==> config.mk <==
export PLATFORM = sky130hd
export DESIGN_NAME = bi_piso_serializer
export DESIGN_NICKNAME = d
export VERILOG_FILES = /design/src/rtl/bi_piso_serializer.sv
export SDC_FILE = /design/constraint.sdc
export NUM_CORES = 1
export LEC_CHECK = 0
export BUFFER_PORTS_ARGS = -buffer_cell sky130_fd_sc_hd__buf_4
export CORE_MARGIN = 2
export CORE_UTILIZATION = 50
export DETAILED_ROUTE_END_ITERATION = 16
export GPL_TIMING_DRIVEN = 0
export PLACE_DENSITY = 0.75
export SLEW_MARGIN = 20
export SYNTH_ARGS = -nofsm -noshare
export SYNTH_HDL_FRONTEND = slang
export SYNTH_SLANG_ARGS = --single-unit
==> constraint.sdc <==
create_clock -name clk -period 2.1 [get_ports clk]
set_clock_uncertainty 0.2 [all_clocks]
set_input_delay 0.21 -clock clk [delete_from_list [all_inputs] [get_ports clk]]
set_output_delay 0.21 -clock clk [all_outputs]
set_load 0.01 [all_outputs]
==> src/rtl/bi_piso_serializer.sv <==
// bi_piso_serializer: parallel-in serial-out shifter with per-word MSB/LSB-first order and gapless back-to-back words
module bi_piso_serializer #(
  parameter int N = 8
) (
  input  logic         clk,
  input  logic         reset,
  input  logic [N-1:0] din,
  input  logic         din_valid,
  output logic         din_ready,
  input  logic         dir,
  input  logic         en,
  output logic         sout,
  output logic         sout_en,
  output logic         busy,
  output logic         done
);
  localparam int CW = $clog2(N);
  typedef enum logic {IDLE, SHIFT} state_t;
  state_t state, state_next;
  logic [N-1:0] shreg;
  logic [CW-1:0] cnt;
  logic ldir, last, accept;
  always_comb begin
    last = state == SHIFT && cnt == CW'(N-1) && en;
    din_ready = state == IDLE || last;
    accept = din_valid && din_ready;
    state_next = accept ? SHIFT : last ? IDLE : state;
    busy = state == SHIFT;
    sout_en = busy && en;
    sout = busy && (ldir ? shreg[0] : shreg[N-1]);
  end
  always_ff @(posedge clk or negedge reset)
    if (!reset) state <= IDLE;
    else state <= state_next;
  // counter returns to 0 after the last bit so it never exceeds N-1
  always_ff @(posedge clk or negedge reset)
    if (!reset) begin
      shreg <= '0;
      cnt <= '0;
      ldir <= 1'b0;
      done <= 1'b0;
    end else begin
      done <= last;
      if (accept) begin
        shreg <= din;
        ldir <= dir;
        cnt <= '0;
      end else if (busy && en) begin
        shreg <= ldir ? shreg >> 1 : shreg << 1;
        cnt <= last ? '0 : cnt + CW'(1);
      end
    end
endmodule

Yosys cells after proc, flatten, opt, wreduce, memory -nomap -nowiden
Index checks and enable logic that the tools add are counted.

Flip-flop bits (word level): 14. Input port bits: 13. Output and inout bits: 5. Word-level logic and storage cells: 25.

$add $sub $neg: 1. Equal/unequal tests: 1. Multiplexer cells: 9. Bitwise operators: 1. Reductions and logical operators: 8.

Operator list (number): 2-to-1 mux 8 bit (3); 2-to-1 mux 3 bit (3); logical AND 1 bit (5); nonzero test 2 bit (2); adder 3 x 1 -> 3 bit, second input constant (1); == test 3 bit, second input constant (1); 2-to-1 mux 1 bit (3); logical OR 1 bit (1); inverter 1 bit (1).

Depth between registers and ports, before layout
Gate-level depths: netlist (run 1).

Word-level depth: 6. Mapped depth: 6. Mapped depth without buffers: 5.

Worst setup path before layout (run 1)
OpenSTA, ideal clock, no wires.

Path type: register to register. From: reg cnt[0]. To: reg ldir. Library setup time: 0.125 ns. Arrival time: 1.560 ns. Data required time: 1.775 ns. Setup slack: 0.215 ns. Cell stages (with the launch flop): 7. Path buffers: 1. Cell sequence: dfrtp_1 -> ha_1 -> ha_1 -> a21bo_2 -> nand2_2 -> buf_6 -> mux2_4.

Word-level cells in the longest chain between the ends: 5.

RTL lines: start: declaration (RTL line 21) `logic [CW-1:0] cnt;`; start signal: assignment (RTL line 50) `cnt <= last ? '0 : cnt + CW'(1);`; == test 3 bit (RTL line 24) `last = state == SHIFT && cnt == CW'(N-1) && en;`; logical AND 1 bit (2 in series) (RTL line 24); logical OR 1 bit (RTL line 25) `din_ready = state == IDLE || last;`; net din_ready (RTL line 9) `output logic din_ready,`; logical AND 1 bit (RTL line 26) `accept = din_valid && din_ready;`; end signal: assignment (RTL line 46) `ldir <= dir;`; end: declaration (RTL line 22) `logic ldir, last, accept;`.

The timed path passes the listed nets, and every way through them passes these cells. A chain may end at the register's enable or synchronous reset.

Final worst setup path (run 1)
From: reg cnt[0]. To: reg shreg[3].

Word-level cells in the longest chain between the ends: 6. Elaborated cells between the ends (all ways): 7. Classes of those cells: eq/ne (1); mux (1); reduce/logical (5).

RTL lines: == test 3 bit (*) (RTL line 24); logical AND 1 bit (*) (2 in series) (RTL line 24); logical OR 1 bit (*) (RTL line 25); logical AND 1 bit (*) (RTL line 26); 2-to-1 mux 8 bit / nonzero test 2 bit (equally long branches); end signal: assignment (RTL line 45) `shreg <= din;`; end signal: assignment (RTL line 49) `shreg <= ldir ? shreg >> 1 : shreg << 1;`; end: declaration (RTL line 20) `logic [N-1:0] shreg;`.

Every way passes the cells marked *; elsewhere a longest branch is shown, timed or not.

==> results of run 1 <==
## synthesized netlist by cell type (2+ instances only)
| library cell | n | share of area [%] |
|---|---|---|
| a21oi_1 | 14 | 8.9 |
| a31o_1 | 2 | 2.2 |
| buf_2 | 2 | 1.3 |
| dfrtp_1 | 14 | 45 |
| ha_1 | 2 | 3.2 |
| inv_1 | 2 | 0.96 |
| mux2_4 | 7 | 13 |
| mux2i_1 | 9 | 11 |
| nand2_2 | 2 | 1.6 |
## cells by family after synthesis
kind of cell | Yosys count | share of synthesized area [%]
AO/OA/AOI/OAI | 18 | 13.08
adder cells (fa/ha/maj) | 2 | 3.189
buffers and inverters | 7 | 5.104
flip-flops | 14 | 44.66
multiplexers | 17 | 26.32
AND/OR/NAND/NOR | 9 | 7.657
## metal layers
metal | track usage, % | vias up | wire (um)
met2 | 32.65 | 23 | 821
met3 | 4.583 | 4 | 76
met4 | 8.485 | 0 | 25
met5 | 0 | - | 0
li1 | - | 309 | -
met1 | 23.08 | 297 | 691
## path summary, 6_finish.rpt
check / slack, ns / start / cells after the start / end
worst max-delay path: 0.09 / cnt[0]$_DFFE_PN0P_ / 6 / shreg[3]$_DFFE_PN0P_
worst min-delay path: 0.07 / en / 3 / busy$_DFFE_PN0P_
worst max register to register: 0.09 / cnt[0]$_DFFE_PN0P_ / 6 / shreg[3]$_DFFE_PN0P_
worst min register to register: 0.35 / cnt[0]$_DFFE_PN0P_ / 1 / cnt[0]$_DFFE_PN0P_
max in group asynchronous: 1.43 / reset / 2 / shreg[6]$_DFFE_PN0P_
min in group asynchronous: 0.11 / reset / 2 / ldir$_DFFE_PN0P_
## per-stage QoR
stage / util (%) / cells
global route: 72.44 / 115
CTS: 72.44 / 115
floorplan: - / 67
global placement: 62.61 / 100
finish: 72.44 / 115
detailed placement: 62.61 / 100
## registers in the layout, summed over array words and instances (netlist names)
name   cells
busy       1
done       1
ldir       1
shreg      8
cnt        3
## worst min-delay path: stages
cell and delay [ns]:
buf_4 0.09, a21bo_2 0.16, nand2b_1 0.06
## repair_timing
item / in CTS / in global routing
hold buffers: 11 / 0
setup buffers: 0 / 0
endpoints found under the hold margin: 25 / 0
## power groups by stage
stage	Combinational (W)	Clock, W	Sequential (W)
floorplan	0.000414	0	0.000446
global placement	0.000511	0	0.000464
detailed placement	0.000534	0	0.000469
CTS	0.000555	0.000199	0.000464
global route	0.000612	0.000217	0.000475
finish	0.000551	0.000197	0.000467
## layout make-up
class,instances,area (um2),area share [%]
inverters,3,11.26,1.044
flip-flops and latches,14,350.3,32.48
clock buffers,4,36.28,3.364
well taps,16,20.02,1.856
multi-input cells,46,394.1,36.54
repair buffers,28,237.7,22.04
plain buffers,4,28.78,2.668
==> flow_summary.json, run 1 <==
{
  "outcome": "complete, no violations",
  "rows": 14,
  "post-place-ws_ns": 0.09750,
  "slowest_stage": "dfrtp_1",
  "syn_nets": 82,
  "post-route-period-util_pct": 95.80,
  "irDropWorstVdd_uv": 704.6,
  "postLayoutCellArea_um2": 1079,
  "die_area_um2": 1902,
  "num_vias": 633,
  "final_common_cell": "buf_4",
  "critPathTopFamily": "adder cells",
  "synth_warnings": 0,
  "grt_overflow_total": 0,
  "cts_buffer_depth": 2,
  "worst_pin_slew_ns": 0.2401,
  "antenna_found_initial": 0,
  "pwr-share-seq_pct": 38.4,
  "p_clk_share_pct": 16.2,
  "cts_resized": 0,
  "grtUsageTotal_pct": 19.27,
  "switchingPower_w": 0.0004000,
  "synth_edf_count": 0,
  "clock_sinks": 14,
  "syn_area_um2": 784.5,
  "synth_area_per_cell_um2": 11.71,
  "fp.dieH_um": 43.61,
  "drv_slew": 0,
  "criticalPathCategory": "flop to flop",
  "gp_congestion": 0.7391,
  "finalSetupViolCount": 0,
  "fillers": 110,
  "insertion_delay_ns": 0.28,
  "dp_hpwl_mm": 1.106,
  "final_cell_mix": "buf_4 (18), a21oi_1 (14), dfrtp_1 (14), dlygate4sd3_1 (11), mux2i_1 (9)",
  "total_power_w": 0.001216,
  "area_growth_pct": 37.48,
  "rsz0062_at_grt": "false",
  "ant_nets": 0,
  "critPathLaunchType": "flop",
  "worstPathArrival_ns": 1.98,
  "first_pass_iters": 4,
  "ys_async_sr_fraction_pct": 100.0,
  "netlist_instances": 67,
  "dieWidth_um": 43.61,
  "path_cells": "ha_1, ha_1, a21bo_2, nand2_2, buf_6, mux2_4",
  "cts_made_buffers": 3,
  "swShare_pct": 32.90,
  "vias_per_cell": 5.504,
  "grt_max_degree": 15,
  "power_leakage_nw": 0.5364,
  "clock.fmax_mhz": 497.1,
  "drv_cap": 0,
  "powerDensity_nw_per_um2": 1127,
  "ys_ff_latch": 14,
  "endpoint_kind": "flop",
  "grt_pass1_wl_mm": 2.732,
  "worstPathRequired_ns": 2.07,
  "fin_crit_ns": 2.012,
  "clk_pin_slew_ns": 0.09,
  "crit_fanout": 10,
  "grt_pass1_vias": 669,
  "intPower_w": 0.0008159,
  "slew_headroom_pct": 83.99,
  "ios": 18,
  "whs_ns": 0.07065,
  "cts_tree": "yes",
  "post_dp_cell_area_um2": 932.1,
  "wire_per_inst_um": 14.03,
  "crit_path_frequent_cell": "ha_1",
  "pwr-share-comb_pct": 45.3,
  "antennaDiodeCount": 0,
  "cpPeakStageDelay_ns": 0.41,
  "cp.buffers_inverters": 1,
  "routed_wl_mm": 1.614,
  "ctsRootBufferMaster": "clkbuf_4",
  "yosysSeqAreaShare_pct": 44.66,
  "start_util_pct": 52.69,
  "fin_ws_ns": 0.08824,
  "hold_viol": 0,
  "portBuffers": 17,
  "drive_gt1_share_pct": 37.37,
  "ys.flop_type": "dfrtp_1",
  "yosysUniqueCellTypes": 22,
  "drtIter0Drc": 10,
  "h-tree-depth": 1,
  "core_area_um2": 1489,
  "finalSetupTns_ns": 0,
  "drc": 0,
  "final_nets": 115,
  "hp-class": "primary input to flop"
}
Power figures use the tool's default switching activity.
==> inputs of run 2 (changes only) <==
Settings changed: CORE_UTILIZATION 50 to 51, PLACE_DENSITY 0.75 to 0.76, SETUP_SLACK_MARGIN from default to 0.3, TNS_END_PERCENT from default to 10.
==> flow_summary.json, run 2 (synthesis gave the netlist of run 1 again) <==
{
  "hold_viol": 0,
  "hp-class": "primary input to asynchronous set/reset pin",
  "insertion_delay_ns": 0.28,
  "crit_path_frequent_cell": "ha_4",
  "core_area_um2": 1471,
  "endpoint_kind": "flop",
  "path_cells": "ha_4, ha_4, a21bo_4, nand2_4, buf_8, mux2_4",
  "cpPeakStageDelay_ns": 0.43,
  "finalSetupViolCount": 0,
  "ant_nets": 0,
  "clock_sinks": 14,
  "cts_tree": "yes",
  "top_register": "shreg",
  "cts_made_buffers": 3,
  "fp.dieH_um": 43.22,
  "routed_wl_mm": 1.874,
  "worstPathRequired_ns": 2.07,
  "portBuffers": 17,
  "die_area_um2": 1868,
  "finalSetupTns_ns": 0,
  "largest_reg_flops": 8,
  "grt_pass1_wl_mm": 2.953,
  "dieWidth_um": 43.22,
  "antenna_found_initial": 0,
  "rsz0062_at_grt": "true",
  "grt_max_degree": 15,
  "drc": 0,
  "clock.fmax_mhz": 536.5,
  "drv_slew": 0,
  "drive_gt1_share_pct": 43.93,
  "dp.cells": 100,
  "power_leakage_nw": 0.5942,
  "antennaDiodeCount": 0,
  "wire_per_inst_um": 15.24,
  "crit_fanout": 5,
  "ctsRootBufferMaster": "clkbuf_4",
  "critPathLaunchType": "flop",
  "vias_per_cell": 5.398,
  "cts_buffer_depth": 2,
  "dp_hpwl_mm": 1.077,
  "grt_pass1_vias": 660,
  "criticalPathCategory": "flop to flop",
  "num_vias": 664,
  "gp_congestion": 0.7391,
  "rows": 14,
  "clk_pin_slew_ns": 0.09,
  "drtIter0Drc": 5,
  "post-route-period-util_pct": 88.75,
  "start_util_pct": 53.32,
  "grtUsageTotal_pct": 22.24,
  "h-tree-depth": 1,
  "worstPathArrival_ns": 1.84,
  "ios": 18,
  "fin_crit_ns": 1.864,
  "final_cell_mix": "buf_4 (25), a21oi_1 (14), dfrtp_1 (14), dlygate4sd3_1 (11), mux2i_1 (9)",
  "area_growth_pct": 52.79,
  "powerDensity_nw_per_um2": 1112,
  "final_nets": 123,
  "drv_cap": 0,
  "slowest_stage": "dfrtp_1",
  "final_common_cell": "buf_4",
  "stdcell_count": 123,
  "worst_pin_slew_ns": 0.2533,
  "irDropWorstVdd_uv": 731.5,
  "grt_overflow_total": 0,
  "outcome": "complete, no violations",
  "top_regs": "shreg (8), cnt (3)",
  "first_pass_iters": 4,
  "slew_headroom_pct": 83.11
}
-- run 2: final timing paths --
path,slack [ns],end,cells past startpoint,from
min in group clk,0.16,busy$_DFFE_PN0P_,4,en
setup reg to reg,0.24,shreg[3]$_DFFE_PN0P_,6,cnt[1]$_DFFE_PN0P_
hold reg to reg,0.36,cnt[2]$_DFFE_PN0P_,1,cnt[2]$_DFFE_PN0P_
hold / removal,0.10,busy$_DFFE_PN0P_,2,reset
max in group asynchronous,1.43,shreg[1]$_DFFE_PN0P_,2,reset
setup / recovery,0.24,shreg[3]$_DFFE_PN0P_,6,cnt[1]$_DFFE_PN0P_
-- run 2: what timing repair did --
item	in CTS	in global routing
hold endpoints to repair	25	0
hold buffers	11	0
gates cloned	1	0
pin swaps	4	3
setup buffers	5	2
gates resized for setup	3	1
setup endpoints to repair	8	12
-- run 2: critical path: cells and delay by family (launching register included) --
| kind | cells | cell delay, ns |
|---|---|---|
| buffers and inverters | 1 | 0.13 |
| AOI/OAI and AO/OA | 1 | 0.22 |
| and+or+nand+nor | 1 | 0.11 |
| adders and majority gates | 2 | 0.35 |
| DFF | 1 | 0.43 |
| muxes | 1 | 0.31 |
-- run 2: cell type report --
type / count / area, um2
fillers: 98 / 272.8
flip-flops and latches: 14 / 350.3
inverters: 3 / 11.26
repair buffers: 36 / 317.8
well taps: 16 / 20.02
plain buffers: 4 / 32.53
multi-input cells: 46 / 430.4
clock buffers: 4 / 36.28
-- run 2: where the power goes --
group / internal, W / leakage, nW / switching [W]
registers: 0.000382 / 0.162 / 0.0000936
clock network: 0.000106 / 0.0210 / 0.0000938
logic: 0.000399 / 0.412 / 0.000258
-- run 2: per-layer routing --
| metal | GRT usage (%) | vias to the layer above | part of all wire (%) |
|---|---|---|---|
| li1 | - | 323 | - |
| met1 | 25.82 | 317 | 42 |
| met2 | 34.93 | 20 | 51 |
| met3 | 8.936 | 4 | 4.6 |
| met4 | 11.52 | 0 | 2.5 |
| met5 | 0 | - | 0 |
-- run 2: per-stage QoR --
stage | setup WS, ns | power (W) | hold slack [ns] | utilization [%] | area, um2
floorplan | 0.3102 | 0.0008814 | -0.2856 | - | 805.8
global placement | 0.2538 | 0.0009961 | -0.1309 | 64.80 | 953.4
detailed placement | 0.2149 | 0.001024 | -0.1308 | 64.80 | 953.4
CTS | 0.2386 | 0.001284 | 0.1035 | 79.76 | 1174
global route | 0.1959 | 0.001415 | 0.09559 | 81.46 | 1199
finish | 0.2362 | 0.001332 | 0.1035 | 81.46 | 1199
==> inputs of run 3 (changes only) <==
Settings changed: REMOVE_ABC_BUFFERS from default to 1, SLEW_MARGIN 20 to default.
==> flow_summary.json, run 3 (synthesis gave the netlist of run 1 again) <==
{
  "min_from": "en",
  "start_util_pct": 53.32,
  "drv_cap": 0,
  "worstPathArrival_ns": 1.40,
  "post-route-period-util_pct": 86.41,
  "grt_overflow_total": 0,
  "final_util_pct": 75.60,
  "first_pass_iters": 4,
  "worstPathRequired_ns": 1.69,
  "h-tree-depth": 1,
  "outcome": "complete, no violations",
  "cpPeakStageDelay_ns": 0.39,
  "ant_nets": 0,
  "critPathTopFamily": "flip-flops",
  "drtIter0Drc": 3,
  "drc": 0,
  "vias_per_cell": 5.509,
  "drv_slew": 0,
  "fp.dieH_um": 43.22,
  "intPower_w": 0.0008434,
  "clock.fmax_mhz": 551.1,
  "die_area_um2": 1868,
  "clock_sinks": 14,
  "dp_hpwl_um": 988.3,
  "r2r_end": "shreg[5]$_DFFE_PN0P_",
  "portBuffers": 17,
  "stdcell_count": 114,
  "finalSetupViolCount": 0,
  "r2r_cells": 5,
  "area_growth_pct": 41.79,
  "power_leakage_nw": 0.5355,
  "fillers": 115,
  "critPathLaunchType": "flop",
  "routed_wl_mm": 1.731,
  "slew_headroom_pct": 71.07,
  "antennaDiodeCount": 0,
  "criticalPathCategory": "flop to primary output",
  "ctsRootBufferMaster": "clkbuf_4",
  "irDropWorstVdd_uv": 661.4,
  "core_area_um2": 1471,
  "cp.buffers_inverters": 1,
  "crit_fanout": 3,
  "pwr-share-comb_pct": 43.8,
  "r2r-start": "cnt[1]$_DFFE_PN0P_",
  "largest_reg_flops": 8,
  "grt_max_degree": 15,
  "grtUsageTotal_pct": 22.42,
  "rows": 14,
  "swShare_pct": 32.84,
  "gp_congestion": 0.7790,
  "final_cell_mix": "buf_4 (19), a21oi_1 (14), dfrtp_1 (13), dlygate4sd3_1 (11), mux2i_1 (9)",
  "cts_made_buffers": 3,
  "top_register": "shreg",
  "endpoint_kind": "primary output",
  "cts_buffer_depth": 2,
  "r2r_setup_slack_ns": 0.31,
  "insertion_delay_ns": 0.28,
  "total_power_w": 0.001256,
  "finalSetupTns_ns": 0,
  "final_nets": 114,
  "fin_crit_ns": 1.815,
  "holdPathStages": 2,
  "num_vias": 628,
  "top_regs": "shreg (8), cnt (3)",
  "min_to": "done$_DFF_PN0_",
  "slowest_stage": "dfrtp_1",
  "grt_pass1_wl_mm": 2.891,
  "hold_viol": 0,
  "switchingPower_w": 0.0004125,
  "path_cells": "ha_2, ha_4, a21bo_4, buf_6",
  "wire_per_inst_um": 15.18,
  "p_clk_share_pct": 15.6,
  "drive_gt1_share_pct": 39.80,
  "dp.cells": 96,
  "hp-class": "primary input to flop",
  "powerDensity_nw_per_um2": 1129,
  "antenna_found_initial": 0,
  "ios": 18,
  "worst_pin_slew_ns": 0.4339,
  "clk_pin_slew_ns": 0.08,
  "grt_pass1_vias": 583,
  "final_common_cell": "buf_4",
  "rsz0062_at_grt": "true",
  "cts_tree": "yes",
  "dieWidth_um": 43.22,
  "pwr-share-seq_pct": 40.6
}
## run 3: changes by cell type in the layout (fill, tap and decap cells not counted), sizes merged
cell  previous run  this run
buf             29        20
## run 3: power groups by stage
stage | clock, W | combinational (W) | sequential [W]
detailed placement | 0 | 0.000470 | 0.000504
global placement | 0 | 0.000452 | 0.000502
global route | 0.000218 | 0.000620 | 0.000528
floorplan | 0 | 0.000366 | 0.000477
CTS | 0.000205 | 0.000543 | 0.000504
finish | 0.000196 | 0.000550 | 0.000510
## run 3: worst max-delay path by stage
stage,start,end,slack (ns),cells after the start
detailed placement,cnt[0]$_DFFE_PN0P_,shreg[5]$_DFFE_PN0P_,0.05,5
floorplan,cnt[0]$_DFFE_PN0P_,shreg[5]$_DFFE_PN0P_,0.15,5
global route,cnt[1]$_DFFE_PN0P_,din_ready,0.22,4
CTS,cnt[1]$_DFFE_PN0P_,din_ready,0.28,4
global placement,cnt[0]$_DFFE_PN0P_,shreg[5]$_DFFE_PN0P_,0.07,5
finish,cnt[1]$_DFFE_PN0P_,din_ready,0.29,4
## run 3: cell type report
class | instances | area [um2] | share of cell area (%)
inverter | 3 | 11.26 | 1.012
tap | 16 | 20.02 | 1.800
timing repair buffer | 31 | 264.0 | 23.73
sequential | 14 | 351.6 | 31.61
multi-input combinational | 46 | 429.2 | 38.58
clock buffer | 4 | 36.28 | 3.262
## run 3: through the flow
| step | instance area (um2) | setup slack (ns) | hold WS, ns |
|---|---|---|---|
| 2_1_floorplan | 755.7 | 0.1544 | -0.2856 |
| 4_1_cts | 1111 | 0.2762 | 0.06783 |
| 3_3_place_gp | 903.4 | 0.06754 | -0.1328 |
| 5_1_grt | 1112 | 0.2207 | 0.08453 |
| 6_report | 1112 | 0.2855 | 0.08047 |
| 3_5_place_dp | 903.4 | 0.05025 | -0.1282 |
## run 3: worst register-to-register path, stage by stage (launching register included)
cell and delay (ns):
dfrtp_1 0.39, ha_2 0.21, ha_4 0.17, a21bo_4 0.24, nand2_8 0.14, mux2_2 0.35
## run 3: per-layer routing
metal	global-route usage, %	part of all wire [%]
met1	30.16	45
met2	32.84	51
met3	8.936	4.3
met4	7.273	0
met5	0	0
## run 3: timing repair
item	CTS	global route
hold buffers	11	0
endpoints found under the hold margin	25	0
cloned	0	0
setup endpoints to repair	12	10
pin swaps	2	0
gates resized for setup	7	1
setup buffers	3	0
